==> src/rtl/stopwatch_key_ctrl.sv <==
`default_nettype none
// +-----------------------------------------------------------------------------+
// | stopwatch_key_ctrl: push-button synchroniser, debouncer, short/long press   |
// | classifier driving the stopwatch run level and clear request.               |
// | Revision: 1.0                                                               |
// +-----------------------------------------------------------------------------+
module stopwatch_key_ctrl #(
  parameter int DEB_CYCLES  = 240000,
  parameter int LONG_CYCLES = 12000000,
  parameter int CNT_W       = 24
) (
  input  logic clk,
  input  logic rst,
  input  logic key_raw,
  output logic key_level,
  output logic run,
  output logic toggle_pulse,
  output logic clear_pulse
);

  localparam logic [CNT_W-1:0] c_DEB_LAST  = CNT_W'(DEB_CYCLES - 1);
  localparam logic [CNT_W-1:0] c_LONG_LAST = CNT_W'(LONG_CYCLES - 1);

  typedef enum logic [2:0] {
    S_IDLE      = 3'd0,
    S_DEB_PRESS = 3'd1,
    S_HELD      = 3'd2,
    S_LONG      = 3'd3,
    S_DEB_REL   = 3'd4
  } state_t;

  state_t           r_state;
  logic             r_sync1;
  logic             r_sync2;
  logic [CNT_W-1:0] r_deb_cnt;
  logic [CNT_W-1:0] r_hold_cnt;
  logic             r_long_flag;

  always_ff @(posedge clk or negedge rst) begin
    if (!rst) begin
      r_sync1 <= 1'b0;
      r_sync2 <= 1'b0;
    end else begin
      r_sync1 <= key_raw;
      r_sync2 <= r_sync1;
    end
  end

  always_ff @(posedge clk or negedge rst) begin
    if (!rst) begin
      r_state      <= S_IDLE;
      r_deb_cnt    <= '0;
      r_hold_cnt   <= '0;
      r_long_flag  <= 1'b0;
      key_level    <= 1'b0;
      run          <= 1'b0;
      toggle_pulse <= 1'b0;
      clear_pulse  <= 1'b0;
    end else begin
      toggle_pulse <= 1'b0;
      clear_pulse  <= 1'b0;
      case (r_state)
        S_IDLE: begin
          r_deb_cnt   <= '0;
          r_hold_cnt  <= '0;
          r_long_flag <= 1'b0;
          if (r_sync2) r_state <= S_DEB_PRESS;
        end
        S_DEB_PRESS: begin
          if (!r_sync2) begin
            r_state   <= S_IDLE;
            r_deb_cnt <= '0;
          end else if (r_deb_cnt == c_DEB_LAST) begin
            r_state   <= S_HELD;
            key_level <= 1'b1;
            r_deb_cnt <= '0;
          end else begin
            r_deb_cnt <= r_deb_cnt + 1'b1;
          end
        end
        S_HELD: begin
          if (!r_sync2) begin
            r_state   <= S_DEB_REL;
            r_deb_cnt <= '0;
          end else if (r_hold_cnt == c_LONG_LAST) begin
            r_state     <= S_LONG;
            clear_pulse <= 1'b1;
            run         <= 1'b0;
            r_long_flag <= 1'b1;
          end else begin
            r_hold_cnt <= r_hold_cnt + 1'b1;
          end
        end
        S_LONG: begin
          // hold_cnt stays frozen here so it can never wrap
          if (!r_sync2) begin
            r_state   <= S_DEB_REL;
            r_deb_cnt <= '0;
          end
        end
        S_DEB_REL: begin
          if (r_sync2) begin
            r_state   <= r_long_flag ? S_LONG : S_HELD;
            r_deb_cnt <= '0;
          end else if (r_deb_cnt == c_DEB_LAST) begin
            r_state   <= S_IDLE;
            key_level <= 1'b0;
            r_deb_cnt <= '0;
            // a long press already acted while held; its release is silent
            if (!r_long_flag) begin
              run          <= ~run;
              toggle_pulse <= 1'b1;
            end
          end else begin
            r_deb_cnt <= r_deb_cnt + 1'b1;
          end
        end
        default: r_state <= S_IDLE;
      endcase
    end
  end

endmodule
`default_nettype wire
==> config.mk <==
export PLATFORM = sky130hd
export DESIGN_NAME = stopwatch_key_ctrl
export DESIGN_NICKNAME = d
export VERILOG_FILES = /design/src/rtl/stopwatch_key_ctrl.sv
export SDC_FILE = /design/constraint.sdc
export NUM_CORES = 1
export LEC_CHECK = 0
export ABC_AREA = 1
export CAP_MARGIN = 10
export CORE_ASPECT_RATIO = 1.75
export CORE_MARGIN = 4
export CORE_UTILIZATION = 55
export DETAILED_ROUTE_END_ITERATION = 8
export GPL_ROUTABILITY_DRIVEN = 0
export GPL_TIMING_DRIVEN = 0
export PLACE_DENSITY = 0.72
export SLEW_MARGIN = 40
export SYNTH_ARGS = -nofsm -noshare
export SYNTH_HDL_FRONTEND = slang
export SYNTH_SLANG_ARGS = --single-unit
==> constraint.sdc <==
create_clock -name clk -period 2.13 [get_ports clk]
set_input_delay 0.426 -clock clk [delete_from_list [all_inputs] [get_ports clk]]
set_output_delay 0.426 -clock clk [all_outputs]
set_load 0.02 [all_outputs]
# Yosys cells after proc, flatten, opt, wreduce, memory -nomap -nowiden
# Index checks and enable logic that the tools add are counted.
# W data, S select, Z words.
[classes]
n_addsub = 2
multipliers = 0
n_div = 0
magnitude_cmp = 0
n_eq_ne = 20
shift = 0
mux = 39
n_bitwise = 1
reduce_logical = 12
[ops]
columns = ["op", "count"]
rows = [
  ["$mux W24", 6],
  ["$pmux W24 S4", 1],
  ["$add A24 B1 Y24 const B", 2],
  ["$pmux W24 S2", 1],
  ["$eq A24 B18 Y1 const B", 1],
  ["$eq A24 B24 Y1 const B", 1],
  ["$mux W3", 8],
  ["$ne A2 B2 Y1 const B", 11],
  ["$mux W1", 19],
  ["$pmux W3 S5", 1],
  ["$reduce_and A5 Y1", 2],
  ["$ne A3 B3 Y1 const B", 3],
  ["$eq A3 B2 Y1 const B", 2],
  ["$pmux W1 S2", 3],
  ["$reduce_and A3 Y1", 2],
  ["$reduce_and A6 Y1", 1],
  ["$reduce_bool A2 Y1", 3],
  ["$reduce_bool A4 Y1", 1],
  ["$eq A3 B1 Y1 const B", 1],
  ["$eq A3 B3 Y1 const B", 1],
  ["$logic_not A3 Y1", 1],
  ["$reduce_and A2 Y1", 1],
  ["$reduce_or A2 Y1", 1],
  ["$not A1 Y1", 1],
]
[totals]
regBits = 58
latch_bits = 0
ram_bits = 0
romBits = 0
in_bits = 3
output_inout_bits = 4
elab_cells = 84
n_memories = 0

# Longest topological paths before layout
# Gate-level depths: netlist of run 1.
[logic_depth]
depth_word = 5
ltp_mapped = 11
mapped_depth_nobuf = 10

# Worst setup path after synthesis of run 1
# No wires, ideal clock.
[synth_path]
path_kind = "register to register"
startpoint = "register r_hold_cnt[0]"
endpoint = "register r_hold_cnt[18]"
setup_ns = 0.121
t_arrival_ns = 1.511
required_time_ns = 2.009
slack_ns = 0.498
path_stages_with_launch = 10
path_buffers = 1
cell_sequence = "dfrtp_1 ha_1 nand3_4 nor2_4 nand3_4 nand2_4 nand2_4 nand2_8 buf_12 o21ai_1"
[synth_via]
elab_chain_cells = 4
word_cells_on_any_way = 7
[synth_rtl]
columns = ["item", "line", "rtl"]
rows = [
  ["from (decl)", "36", "logic [CNT_W-1:0] r_hold_cnt;"],
  ["from (signal assigned)", "91", "r_hold_cnt <= r_hold_cnt + 1'b1;"],
  ["$add A24 B1 Y24", "91", ""],
  ["$mux W24", "85", "end else if (r_hold_cnt == c_LONG_LAST) begin"],
  ["$mux W24", "82", "if (!r_sync2) begin"],
  ["$pmux W24 S2", "62", "case (r_state)"],
]
# Parallel ways exist; a longest one is shown, timed or not. The select of a mux whose other input is x is not followed.
# A chain may end at the register's enable or synchronous reset.

# Final worst setup path of run 1
[layout_path]
startpoint = "register r_hold_cnt[0]"
endpoint = "register r_hold_cnt[16]"
# The elaborated chain is that of the path after synthesis.

==> key figures, run 1 <==
Clock tree
  – Clk sinks: 58
  – Post-CTS Setup Inserts: 0
  – CTS tree: yes
  – Worst-Skew Late Latency: between 0.3 and 0.4 ns
  – Clk buf depth: 2
  – CTS Root Cell: clkbuf_16
  – Clock slew at reported path FFs: about 0.05 ns
  – TritonCTS Buffers: 9
  – H-tree depth: 3

Global route
  – Initial antenna violation count: 0
  – First-pass GRT wire length: around 18 mm
  – Largest net degree at the start of global routing: 35
  – GRT Overall Usage: roughly a quarter
  – Vias in the first global route: 3843
  – Remaining global-route overflow: 0

Critical path
  – Crit-path max FO: 7
  – R2R setup slack: approximately 0.21 ns
  – Worst reg2reg path startpoint: r_hold_cnt[0]
  – Crit path capture: r_hold_cnt[16]
  – Critical path launch point type: register
  – Worst Path Required: ~2.3 ns
  – CP Launch Point: r_hold_cnt[0]
  – RR Endpoint: r_hold_cnt[16]
  – R2R cell count: 9
  – Crit end category: register
  – Crit Path Category: reg -> reg
  – Critical Path AT: ~2.1 ns

Min path
  – Worst hold path class: in -> async

Logic synthesis
  – Syn. warnings: 0
  – Netlist cell types: 44
  – Fraction of the yosys area taken by sequential cells: between 30% and 40%
  – Synth Cell Area: between 0.003 and 0.004 mm2
  – Syn Nets: between 500 and 600
  – Post-synth EDFFs: 0
  – Syn Area/Cell: between 7 and 8 um2
  – #FFs+latches synth: a little under 60
  – Most used DFF post-synth: dfrtp_1
  – Synthesized instance count: roughly 550
  – FFs w/ async S/R, synth: 100%

Layout
  – Fillers: 642
  – Final Non-Filler Cells: between 600 and 700
  – Area growth from synthesis to layout: 12.2%
  – Nets: approximately 580
  – Share of post-route cells with drive strength above 1: a little under an eighth
  – Ant. Diodes: 0

Power and ir drop
  – PwrDens: approximately 900 mW/mm2
  – Lkg Pwr: 1.92 nW
  – Worst VDD drop: 0.706 mV

Run status
  – Status: complete, but fails checks
  – Failing checks: negative hold slack

Floorplan
  – Die Y: 120 um
  – Initial Util: 56.8%
  – Die footprint: between 0.008 and 0.009 mm2
  – Cell Rows: 40
  – Die span in x: a little over 70 um
  – # IOs: 7
  – Core region area: 0.00691 mm2

Routing
  – DRT Wirelength: between 10 and 15 mm
  – Routed vias: 3650
  – Residual DRC: 0
  – Via/cell ratio: roughly 5.5
  – Pre-Repair DR Iteration Count: 4
  – Post-DR wirelength/cell: ~15 um
  – Antenna Nets Post-Route: 0
  – Initial DRC count: between 200 and 250

STA
  – Slew HR: 64.8%
  – Max Freq: about 520 MHz
  – WHS: -0.000436 ns
  – Final Hold Vio Count: 1
  – Setup-failing EPs final: 0
  – RSZ-0062 raised after global routing: false
  – Final worst-path cycle share: between 90% and 100%
  – Post-Route Setup TNS: 0 ns
  – Min Tclk post-route: between 1.5 and 2 ns
  – Worst-margin pin slew: about 0.53 ns
  – Fin. max-slew vios: 0
  – Clock Skews: 0.00656 ns

Placed design
  – Hpwl dp: just under 8 mm
  – Cells after DPL: 644
  – Number of I/O port buffers: 6

Run
  – Max_cap viols: 0
[how the worst min path moves through the flow]
stage | startpoint | end | slack (ns) | depth (start not counted)
6_report | rst | r_deb_cnt[17] | -0.0004 | 1
3_5_place_dp | r_sync1 | r_sync2 | 0.34 | 0
5_1_grt | rst | r_deb_cnt[16] | 0.02 | 1
2_1_floorplan | rst | clear_pulse | 0.13 | 0
3_3_place_gp | r_sync1 | r_sync2 | 0.34 | 0
4_1_cts | rst | r_deb_cnt[16] | 0.01 | 1
[Yosys cell counts, types with 3 or more instances]
cell type,number,area (um2)
dfrtp_1,58,1450
inv_1,47,176
inv_2,11,41.3
nand2_1,171,642
nand2_2,7,43.8
nand3_1,47,235
nand3_4,5,87.6
nand4_1,16,100
nor2_1,88,330
nor2_4,3,33.8
nor3_1,8,40.0
nor4_1,6,37.5
o21ai_0,7,35.0
o21ai_1,9,45.0
o21ai_2,4,35.0
xnor2_1,7,61.3
xor2_1,21,184
[registers in the layout (all words and copies together), names as in the netlist]
register	count
toggle_pulse	1
run	1
key_level	1
r_sync2	1
r_long_flag	1
r_deb_cnt	24
clear_pulse	1
r_sync1	1
r_state	3
r_hold_cnt	24
[placed cells by master, fill, tap and decap left out, types with 6 or more instances in the layout]
cell type / Yosys / routed
clkbuf_16: 0 / 9
dfrtp_1: 58 / 58
inv_1: 47 / 47
inv_2: 11 / 11
nand2_1: 171 / 171
nand2_2: 7 / 7
nand3_1: 47 / 47
nand4_1: 16 / 16
nor2_1: 88 / 88
nor3_1: 8 / 8
nor4_1: 6 / 6
o21ai_0: 7 / 7
o21ai_1: 9 / 9
xnor2_1: 7 / 7
xor2_1: 21 / 21
[metal layers]
layer  global-route usage, %  up-vias  share of wire, %
met5                       0        -                 0
met4                    17.6        0               6.1
met3                    5.53       43               2.5
met2                    48.6       77                56
met1                    25.2     1724                36
li1                        -     1806                 -
[critical path, stage by stage (launching register included)]
cell and delay (ns):
dfrtp_1 0.50, ha_2 0.33, nand3_4 0.14, inv_1 0.14, nand2_1 0.14, nor2_1 0.20
xor2_1 0.16, nor2_1 0.05, nand2_1 0.08, o21ai_0 0.07
[per-stage QoR]
stage	power [mW]	area, um2	utilization (%)	worst slack (ns)
2_1_floorplan	2.22	3930	-	0.498
3_3_place_gp	2.52	4090	59.2	-1.23
3_5_place_dp	2.55	4110	59.5	0.121
4_1_cts	3.99	4400	63.7	0.116
5_1_grt	4.16	4400	63.8	0.00963
6_report	3.97	4400	63.8	0.206
[layout make-up]
type	count	area [um2]	area share [%]
clock buffers	11	253	5.74
plain buffers	7	71.3	1.62
inverters	59	221	5.03
well taps	84	105	2.39
multi-input cells	429	2180	49.6
repair buffers	7	77.6	1.76
clock inverters	3	40.0	0.909
flip-flops and latches	58	1450	33.0
[logic make-up after synthesis]
family | after synthesis | synth area share [%]
and+or+nand+nor | 365 | 42.8
buffers and inverters | 66 | 7.46
DFF | 58 | 37.0
AOI/OAI and AO/OA | 34 | 5.93
xor gates and xnor gates | 28 | 6.25
adders and majority gates | 2 | 0.637
[report_power, final]
part           internal, mW  switching [mW]
combinational         0.429           0.845
sequential             1.17          0.0801
clock                 0.949           0.494
[what timing repair did]
item / 4_1_cts / 5_1_grt
hold buffers: 0 / 0
setup endpoints to repair: 0 / 2
resized for setup: 0 / 1
No activity file was read; power rests on OpenSTA's default activity.
==> run 2: changes to the inputs <==
--- a/config.mk
+++ b/config.mk
@@ -7,7 +7,6 @@
 export LEC_CHECK = 0
 export ABC_AREA = 1
 export CAP_MARGIN = 10
-export CORE_ASPECT_RATIO = 1.75
 export CORE_MARGIN = 4
 export CORE_UTILIZATION = 55
 export DETAILED_ROUTE_END_ITERATION = 8
==> run 2 against run 1 <==
Compared with the run above:
- the run now ends clean
- setup slack lost 0.0084 ns
- die area fell by 0.62%
- clock skew up 0.0014 ns
- combinational power hardly changed
==> key figures, run 2 (synthesis results as in run 1) <==
STA
  – Post-Route Setup TNS: 0 ns
  – Worst-margin pin slew: between 0.5 and 0.6 ns
  – Min Tclk post-route: between 1.5 and 2 ns
  – Max Freq: between 500 and 600 MHz
  – Slew HR: between 60% and 70%
  – Worst setup margin: ~0.20 ns
  – Clock Skews: between 0.007 and 0.008 ns
  – Setup-failing EPs final: 0
  – Fin. max-slew vios: 0
  – Final worst-path cycle share: around nine tenths
  – Final Hold Vio Count: 0
  – RSZ-0062 raised after global routing: false

Global route
  – Grt met1 use: between 30% and 40%
  – Initial antenna violation count: 0
  – First-pass GRT wire length: approximately 16 mm
  – Met3 layer usage reported by global route: 5.52%
  – Met2 Usage GRT: a little under a third
  – GRT Overall Usage: about a quarter
  – Vias in the first global route: about 3.2k
  – Remaining global-route overflow: 0
  – Largest net degree at the start of global routing: 40
  – Busiest grt layer: met1

Clock tree
  – H-tree depth: 3
  – Post-CTS Setup Inserts: 0
  – TritonCTS Buffers: 9
  – Clk sinks: slightly below 60
  – CTS Root Cell: clkbuf_8
  – Clk buf depth: 2
  – Clock slew at reported path FFs: 0.07 ns
  – Worst-Skew Late Latency: approximately 0.35 ns
  – CTS tree: yes

Layout
  – Area growth from synthesis to layout: 10.1%
  – Most common cell after layout, fill and taps aside: nand2_1
  – Top Registers: r_deb_cnt: 24 flops, r_hold_cnt: 24 flops, r_state: 3 flops
  – Nets: about 580
  – Share of post-route cells with drive strength above 1: roughly 12%
  – Ant. Diodes: 0
  – Fillers: 636
  – Commonest non-fill, non-tap cells in the layout: 171 x nand2_1, 88 x nor2_1, 58 x dfrtp_1

Routing
  – DRT Wirelength: slightly above 9 mm
  – Pre-Repair DR Iteration Count: 5
  – Residual DRC: 0
  – Initial DRC count: around 360
  – Post-DR wirelength/cell: roughly 14 um
  – Via/cell ratio: ~5.4
  – Routed vias: 3636
  – Antenna Nets Post-Route: 0

Floorplan
  – Die footprint: roughly 0.0086 mm2
  – # IOs: 7
  – Cell Rows: 30
  – Initial Util: 57.2%
  – Core region area: around 0.0069 mm2
  – Die span in x: between 90 and 100 um
  – Die Y: between 90 and 100 um

Critical path
  – Critical-path top delay cell: dfrtp_1
  – Crit Path Category: reg -> reg
  – Critical Path AT: about 2.2 ns
  – Critical path launch point type: register
  – CP bufs+invs: 1
  – Crit-path max FO: 7
  – Worst Path Required: about 2.4 ns
  – Largest delay contributor family on the critical path: simple AND/OR/NAND/NOR gates
  – Crit end category: register
  – Max incr delay on CP: 0.49 ns
  – CP Cell Sequence: ha_2 > nand3_4 > inv_1 > nand2_1 > nor2_1 > xor2_1 > nor2_1 > nand2_1 > o21ai_0

Placed design
  – Number of I/O port buffers: 6
  – Pre-CTS setup slack: between 0.1 and 0.15 ns
  – Hpwl dp: just under 7 mm

Run status
  – Status: completed

Run
  – Max_cap viols: 0

Power and ir drop
  – Worst VDD drop: ~0.55 mV
  – Lkg Pwr: between 1.5 and 2 nW
  – Power Total: approximately 3.5 mW
  – PwrDens: between 800 and 900 mW/mm2

Min path
  – Worst hold path class: reg -> reg
## run 2: cell types whose count changed in the layout (fill, tap and decap cells not counted)
cell,delta
clkinv_2,+2
clkbuf_8,+7
clkbuf_16,-9
clkbuf_1,+1
dlygate4sd3_1,+1
clkinvlp_4,+1
## run 2: path summary, 6_finish.rpt
path | endpoint | slack (ns) | startpoint | cells past startpoint
min reg2reg | r_sync2 | 0.36 | r_sync1 | 0
max in group asynchronous | r_hold_cnt[11] | 1.13 | rst | 3
max reg2reg | r_hold_cnt[16] | 0.20 | r_hold_cnt[0] | 9
min in group asynchronous | r_deb_cnt[16] | 0.50 | rst | 2
max | r_hold_cnt[16] | 0.20 | r_hold_cnt[0] | 9
min | r_sync2 | 0.36 | r_sync1 | 0
## run 2: final cells by class
type / count / area, um2 / area share [%]
Multi-Input combinational cell: 429 / 2180 / 50.6
Inverter: 59 / 221 / 5.12
Tap cell: 96 / 120 / 2.78
Clock inverter: 6 / 57.6 / 1.33
Sequential cell: 58 / 1450 / 33.6
Clock buffer: 10 / 128 / 2.95
Timing Repair Buffer: 8 / 87.6 / 2.03
Buffer: 7 / 71.3 / 1.65
## run 2: metrics by stage
step	utilization [%]	area (um2)	hold slack [ns]	std cells
6_report	62.9	4320	0.358	673
4_1_cts	62.9	4320	0.365	673
5_1_grt	62.9	4320	0.366	673
2_1_floorplan	-	3930	0.130	553
3_5_place_dp	60.0	4120	0.329	656
3_3_place_gp	59.8	4110	0.348	655
## run 2: routing by layer
metal	routed length, um	share of wire, %
met2	3880	41
met3	638	6.8
met1	4690	50
met4	146	1.6
met5	0	0
## run 2: what timing repair did
action | CTS | global route
hold buffers | 1 | 0
gates resized for setup | 0 | 1
endpoints found under the setup margin | 0 | 2
hold endpoints to repair | 19 | 0
## run 2: report_power, final
group	total, mW	internal [mW]	switching, mW
sequential	1.24	1.16	0.0735
clock	0.999	0.532	0.467
combinational	1.29	0.432	0.857
total	3.52	2.13	1.40
==> run 3: changes to the inputs <==
--- a/config.mk
+++ b/config.mk
@@ -12,6 +12,7 @@
 export DETAILED_ROUTE_END_ITERATION = 8
 export GPL_ROUTABILITY_DRIVEN = 0
 export GPL_TIMING_DRIVEN = 0
+export MAX_ROUTING_LAYER = met4
 export PLACE_DENSITY = 0.72
 export SLEW_MARGIN = 40
 export SYNTH_ARGS = -nofsm -noshare
==> run 3 against run 2 <==
Compared with the run above:
- design area is the same
- count of clock-buffer cells in the layout is the same
- utilization is the same
- setup slack lost 0.011 ns
- largest cell class unchanged
- register-to-register slack is essentially flat
- non-clock buffer count is the same
- cell count is the same
- total power is essentially flat
- combinational power is essentially flat
- critical endpoint unchanged
- sequential power is essentially flat
- worst hold slack is essentially flat
- sequential cell count is the same
==> key figures, run 3 (synthesis results as in run 1) <==
Routing
  – Post-DR wirelength/cell: around 14 um
  – Antenna Nets Post-Route: 0
  – Initial DRC count: just under 400
  – Via/cell ratio: approximately 5.4
  – DRT Wirelength: about 9.4 mm
  – Residual DRC: 0
  – Pre-Repair DR Iteration Count: 5
  – Routed vias: 3615

Min path
  – Worst hold path class: reg -> reg
  – Worst hold stages: 0

Clock tree
  – Clk sinks: slightly below 60
  – Clk buf depth: 2
  – H-tree depth: 3
  – TritonCTS Buffers: 9
  – CTS tree: yes
  – Clock slew at reported path FFs: roughly 0.070 ns
  – CTS Root Cell: clkbuf_8
  – Post-CTS Setup Inserts: 0
  – Worst-Skew Late Latency: roughly 0.35 ns

Placed design
  – Area after DPL: between 0.004 and 0.005 mm2
  – Hpwl dp: 6.90 mm
  – Cells after DPL: 656
  – Pre-CTS setup slack: 0.135 ns
  – Number of I/O port buffers: 6

Critical path
  – R2R cell count: 9
  – Critical Path AT: between 2 and 2.5 ns
  – Critical-path top delay cell: dfrtp_1
  – CP Cell Sequence: ha_2 > nand3_4 > inv_1 > nand2_1 > nor2_1 > xor2_1 > nor2_1 > nand2_1 > o21ai_0
  – Crit Path Category: reg -> reg
  – Crit end category: register
  – Max incr delay on CP: ~0.49 ns
  – Worst Path Required: 2.35 ns
  – Crit-path max FO: 7
  – Critical path launch point type: register

Floorplan
  – Die span in x: 92.5 um
  – Die footprint: between 0.008 and 0.009 mm2
  – Core region area: between 0.006 and 0.007 mm2
  – Die Y: approximately 92 um
  – Cell Rows: 30
  – Initial Util: 57.2%
  – # IOs: 7

Run
  – Max_cap viols: 0

STA
  – Setup-failing EPs final: 0
  – RSZ-0062 raised after global routing: false
  – Min Tclk post-route: approximately 1.9 ns
  – Worst-margin pin slew: around 0.57 ns
  – Clock Skews: about 0.0088 ns
  – WHS: roughly 0.36 ns
  – Slew HR: 62.0%
  – Fin. max-slew vios: 0
  – Max Freq: just over 500 MHz
  – Worst setup margin: 0.188 ns
  – Final worst-path cycle share: between 90% and 100%
  – Final Hold Vio Count: 0

Run status
  – Status: completed

Global route
  – Vias in the first global route: approximately 3.2k
  – First-pass GRT wire length: roughly 16 mm
  – GRT Overall Usage: between 20% and 30%
  – Largest net degree at the start of global routing: 40
  – Initial antenna violation count: 0
  – Remaining global-route overflow: 0

Layout
  – Most common cell after layout, fill and taps aside: nand2_1
  – Post-Layout Inst Area: 0.00432 mm2
  – Fillers: ~640
  – Top Registers: r_deb_cnt: 24 flops, r_hold_cnt: 24 flops, r_state: 3 flops
  – Nets: 577
  – Final Non-Filler Cells: 673
  – Sequential cell area: around 0.0015 mm2
  – Area growth from synthesis to layout: 10.1%
  – Multi-input gate area: around 0.0022 mm2
  – Utilization after layout: a little over three fifths
  – Ant. Diodes: 0
  – Commonest non-fill, non-tap cells in the layout: 171 x nand2_1, 88 x nor2_1, 58 x dfrtp_1
  – Share of post-route cells with drive strength above 1: around 12%

Power and ir drop
  – Worst VDD drop: 0.547 mV
  – Lkg Pwr: between 1.5 and 2 nW
  – PwrDens: between 800 and 900 mW/mm2
[run 3: cell counts in the layout (fill, tap and decap cells not counted)]
No cell type changed its count.
[run 3: stage by stage]
step / setup TNS, ns / power (mW)
final: 0 / 3.52
after global routing: 0 / 3.73
after CTS: 0 / 3.55
after detailed placement: 0 / 2.54
after global placement: -71.49 / 2.50
after floorplan: 0 / 2.22
[run 3: routing by layer]
layer  routed length, um  vias up  GRT usage, %
met5                   0        -             -
met4                 154        0          8.42
met3                 706       16          5.52
met2                3850      121          31.2
met1                4660     1673          37.0
li1                    -     1805             -
[run 3: critical path, delay by kind of cell, from the launching register on]
| family | cells | cell delay (ns) |
|---|---|---|
| buffers and inverters | 1 | 0.16 |
| adder cells (fa/ha/maj) | 1 | 0.34 |
| XOR/XNOR | 1 | 0.16 |
| AND/OR/NAND/NOR | 5 | 0.58 |
| AO/OA/AOI/OAI | 1 | 0.09 |
| flip-flops | 1 | 0.49 |
[run 3: final timing paths]
check	from	to	slack, ns
min in group asynchronous	rst	r_deb_cnt[16]	0.50
max	r_hold_cnt[0]	r_hold_cnt[16]	0.19
min reg2reg	r_sync1	r_sync2	0.36
max in group asynchronous	rst	r_hold_cnt[11]	1.13
min	r_sync1	r_sync2	0.36
max reg2reg	r_hold_cnt[0]	r_hold_cnt[16]	0.19
[run 3: power breakdown]
group | switching (mW) | internal [mW]
Combinational | 0.859 | 0.432
Sequential | 0.0736 | 1.16
Clock | 0.464 | 0.532
[run 3: area by class of cell]
class	instances	share of cell area (%)
plain buffers	7	1.65
clock buffers	10	2.95
clock inverters	6	1.33
inverters	59	5.12
multi-input cells	429	50.6
flip-flops and latches	58	33.6
well taps	96	2.78
repair buffers	8	2.03
[run 3: timing repair]
item | CTS | global route
hold buffers | 1 | 0
gates resized for setup | 0 | 1
hold endpoints to repair | 19 | 0
endpoints found under the setup margin | 0 | 2
